File: config.mk
export PLATFORM = sky130hd
export DESIGN_NAME = reg_file
export DESIGN_NICKNAME = d
export VERILOG_FILES = /design/src/rtl/reg_file.sv
export SDC_FILE = /design/constraint.sdc
export NUM_CORES = 2
export LEC_CHECK = 0
export BUFFER_PORTS_ARGS = -buffer_cell sky130_fd_sc_hd__buf_2
export CAP_MARGIN = 0
export CORE_UTILIZATION = 50
export CTS_BUF_LIST = sky130_fd_sc_hd__clkbuf_16
export CTS_CLUSTER_DIAMETER = 50
export DETAILED_ROUTE_END_ITERATION = 10
export GPL_TIMING_DRIVEN = 1
export PLACE_DENSITY_LB_ADDON = 0.2
export RECOVER_POWER = 25
export SETUP_SLACK_MARGIN = 0.1
export SKIP_CTS_REPAIR_TIMING = 1
export SLEW_MARGIN = 20
export SYNTH_ARGS = -nofsm -noshare
export SYNTH_HDL_FRONTEND = slang
export SYNTH_SLANG_ARGS = --single-unit
File: constraint.sdc
create_clock -name clk -period 55.9 [get_ports clk]
set_input_delay 11.18 -clock clk [delete_from_list [all_inputs] [get_ports clk]]
set_output_delay 11.18 -clock clk [all_outputs]
set_load 0.03 [all_outputs]
File: src/rtl/reg_file.sv
// reg_file: 32 x 32-bit register file with two read ports and one write port.
// Writes land on the rising edge. The read ports register on the falling edge,
// so a value written at the rising edge is already visible half a cycle later.
// Reset preloads every register with its own index and clears both read outputs.
// Optional build macro REG_FILE_ZERO_REG_EN makes register 0 a hardwired zero.

module reg_file (
    input  logic        clk,
    input  logic        reset,
    input  logic        write,
    input  logic [4:0]  PR1,
    input  logic [4:0]  PR2,
    input  logic [4:0]  WR,
    input  logic [31:0] WD,
    output logic [31:0] RD1,
    output logic [31:0] RD2
);

    localparam int unsigned NumRegs = 32;

    logic [31:0] rf_mem [NumRegs];
    logic        wr_en;
    logic [31:0] rd1_d;
    logic [31:0] rd2_d;

    // Qualify the write strobe; an X/Z strobe never evaluates true, so it is a no-op.
    always_comb begin
        wr_en = 1'b0;
`ifdef REG_FILE_ZERO_REG_EN
        wr_en = (write == 1'b1) && (WR != 5'd0);
`else
        wr_en = (write == 1'b1);
`endif
    end

    // Storage: index pattern on reset, otherwise commit the write on the rising edge.
    always_ff @(posedge clk or posedge reset) begin
        if (reset) begin
            for (int i = 0; i < NumRegs; i++) begin
                rf_mem[i] <= 32'(i);
            end
        end else if (wr_en) begin
            rf_mem[WR] <= WD;
        end
    end

    // Read-port lookup; register 0 forced to zero when the zero register is enabled.
    always_comb begin
        rd1_d = rf_mem[PR1];
        rd2_d = rf_mem[PR2];
`ifdef REG_FILE_ZERO_REG_EN
        if (PR1 == 5'd0) begin
            rd1_d = 32'd0;
        end
        if (PR2 == 5'd0) begin
            rd2_d = 32'd0;
        end
`endif
    end

    // Read registers load on the falling edge, giving write-before-read in one cycle.
    always_ff @(negedge clk or posedge reset) begin
        if (reset) begin
            RD1 <= 32'd0;
            RD2 <= 32'd0;
        end else begin
            RD1 <= rd1_d;
            RD2 <= rd2_d;
        end
    end

endmodule

### Word-level counts from Yosys, hierarchy flattened

Cells that the tools add are included.

* register bits after elaboration: 1088
* input bits: 50
* output and inout port bits: 64
* logic and storage cells: 51

* magnitude comparators: 4
* mux-type cells: 9
* bitwise gates (word level): 3
* reductions and logical operators: 1

Operator list (count)
* bitwise mux 1024 bit: 1
* binary-select mux 32 bit (select 5 bit): 2
* demux 32 bit (select 5 bit): 1
* 2-to-1 mux 32 bit: 5
* >= comparator 6 bit, second input constant: 3
* inverter 5 -> 6 bit: 3
* less-than comparator 6 x 1 -> 1 bit, second input constant: 1
* logical AND 1 bit: 1

### Depth between registers and ports, before layout

* depth in word-level cells: 6
* mapped depth: 8
* depth with buffers taken out: 5

==> impl_metrics.toml <==
[grt]
grt_remaining_overflow = 0
grt_max_degree = 129
grt_pass1_wl_um = 264000
antenna_found_initial = 5
grtUsageTotal = 0.3030
first_global_vias = 39658

[status]
violations = "DRC, capacitance limit, slew limit"
status = "finished, violations left"

[clocking]
cts_buffer_depth = 3
clk_pin_slew_ns = 0.06
insertion_delay_ns = 0.75
h-tree-depth = 4
cts_tree = "yes"
clock_sinks = 1088
cts_root_buffer = "clkbuf_16"
numCtsBuffers = 134

[power]
p_leak_nw = 29.69
ir_drop_mv = 0.02408
power_per_cell_area_nw_per_um2 = 37.30

[finish]
drive_gt1_frac = 0.3194
fin_util = 0.5508
mostFrequentLayoutCell = "mux2i_1"
multi_input_area_um2 = 28220
instances_no_fill = 6193
layout.nets = 4617
num-fill-cells = 9638
final_cell_mix = "mux2i_1, mux2_2, dfrtp_1, nand2_1, nand3_1"
regArea_um2 = 27330
syn_to_final_growth_pct = 9.001

[setup_path]
crit_path_max_incr_delay_ns = 2.84
cp-end-kind = "async pin"
slowest_stage = "clkbuf_1"
path_max_fanout = 107
crit_required_ns = 28.79
cp.arrival_ns = 17.50
crit_type = "in -> async"
crit_top_cell = "buf_4"
cp-start-kind = "input pin"
crit_chain = "buf_2, clkinvlp_2, clkbuf_1, buf_4, buf_4, buf_12"

[synthesis]
avgSynthCellArea_um2 = 12.41
ys_seq_elements = 1088
synth_top_family_by_area = "multiplexers"
synth_compound_gate_area_share = 0.06772
ys_seq_area_frac = 0.4716
synthArstFlopShare = 1.000
synth_edf_count = 0
synth_cell_types = 31
syn_inst = 4670
syn_nets = 4720
synth-simple-area-share = 0.04250
yosysWarnings = 0
synth_mux_area_frac = 0.3759
synth_area_um2 = 57940
synthAdderAreaFrac = 0
synth_xor_area_frac = 0
ys.flop_type = "dfrtp_1"

[drt]
vias = 39743
avgRoutedWirePerCell_um = 28.79
postRouteAntennaNets = 0
drc = 10
drt-total-wl_um = 178300
vias_per_cell = 6.417
dr.pass1.iters = 9
drt_iter0_drc = 4021

[die]
start_util = 0.5053
die_y_um = 342.4
die_x_um = 342.4
io_pins = 114
core_um2 = 114700
dieArea_um2 = 117200
num_rows = 124

[place]
dp_hpwl_um = 89020
placedCellCount = 5942
place.port_buffers = 113
gp_congestion = 0.7807

[sta]
finalSetupViolations = 0
rsz0062_at_grt = "no"
worst_pin_slew_ns = 4.241
hold_violations = 0
hold_slack_ns = 0.5062
skew_ns = 0.08642
tns_ns = 0
relSlewSlack = -1.828
slew_violations = 666

[run]
drv_cap = 20

[min_path]
hp-class = "reg -> reg"
-- synthesized netlist by cell type, types with 16 or more instances --
library cell,n,share of area
a31oi_1,64,0.0069
a22o_1,128,0.019
buf_1,18,0.0012
a22oi_1,192,0.025
mux2_2,988,0.19
buf_2,118,0.010
clkbuf_1,197,0.013
dfrtn_1,64,0.028
dfstp_2,80,0.036
nand2_1,211,0.014
a21oi_1,192,0.017
buf_6,56,0.011
buf_4,55,0.0071
mux2i_1,1024,0.18
nor3_1,65,0.0056
nand3_1,194,0.017
nor2_4,16,0.0031
mux2_1,36,0.0070
dfrtp_1,944,0.41
-- path summary, 6_finish.rpt --
path | from | endpoint | slack [ns] | depth (start not counted)
setup reg to reg | rf_mem[789] | RD1[21] | 26.10 | 5
hold / removal | rf_mem[363] | rf_mem[363] | 0.51 | 1
hold reg to reg | rf_mem[363] | rf_mem[363] | 0.51 | 1
max in group clk | PR2[1] | RD2[13] | 13.21 | 9
setup / recovery | reset | RD1[30] | 11.29 | 6
min in group asynchronous | reset | rf_mem[681] | 10.88 | 2
-- registers in the layout, indices dropped and copies added, names as in the netlist --
name and flops:
RD1 32, RD2 32, rf_mem 1024
-- worst max-delay path, delay by kind of cell --
kind | cells | cell delay [ns]
buffers and inverters | 6 | 6.09
-- through the flow --
step / total power [mW] / setup WS (ns) / cell area [um2]
finish: 2.355 / 11.29 / 63150
global route: 2.458 / 10.29 / 63150
CTS: 2.364 / 13.35 / 63230
detailed placement: 1.495 / 12.62 / 58830
global placement: 1.478 / 12.66 / 58830
floorplan: 1.385 / 2.213 / 57940
-- cell type report --
type                    count  area share
flip-flops and latches   1088      0.4327
inverters                   1  0.00007925
diodes                      3   0.0001189
repair buffers            205     0.02058
well taps                1512     0.02996
clock buffers             140     0.05547
clock inverters           107     0.01428
multi-input cells        3137      0.4468
-- where the power goes --
part,internal (mW),switching [mW]
clock network,0.515,0.352
registers,0.950,0.113
logic,0.219,0.208
total,1.68,0.672
-- metal layers --
layer / part of all wire / up-vias / wire (um) / global-route usage
met3: 0.072 / 329 / 12800 / 0.04533
met1: 0.46 / 20875 / 81910 / 0.4526
li1: - / 17062 / - / -
met4: 0.030 / 0 / 5328 / 0.09887
met2: 0.44 / 1477 / 78270 / 0.4492
met5: 0 / - / 0 / 0
-- cells by family after synthesis --
kind of cell	after synthesis
compound gates	576
mux	2048
flops	1088
simple gates	513
buf+inv	445
No activity file was read; power rests on OpenSTA's default activity.
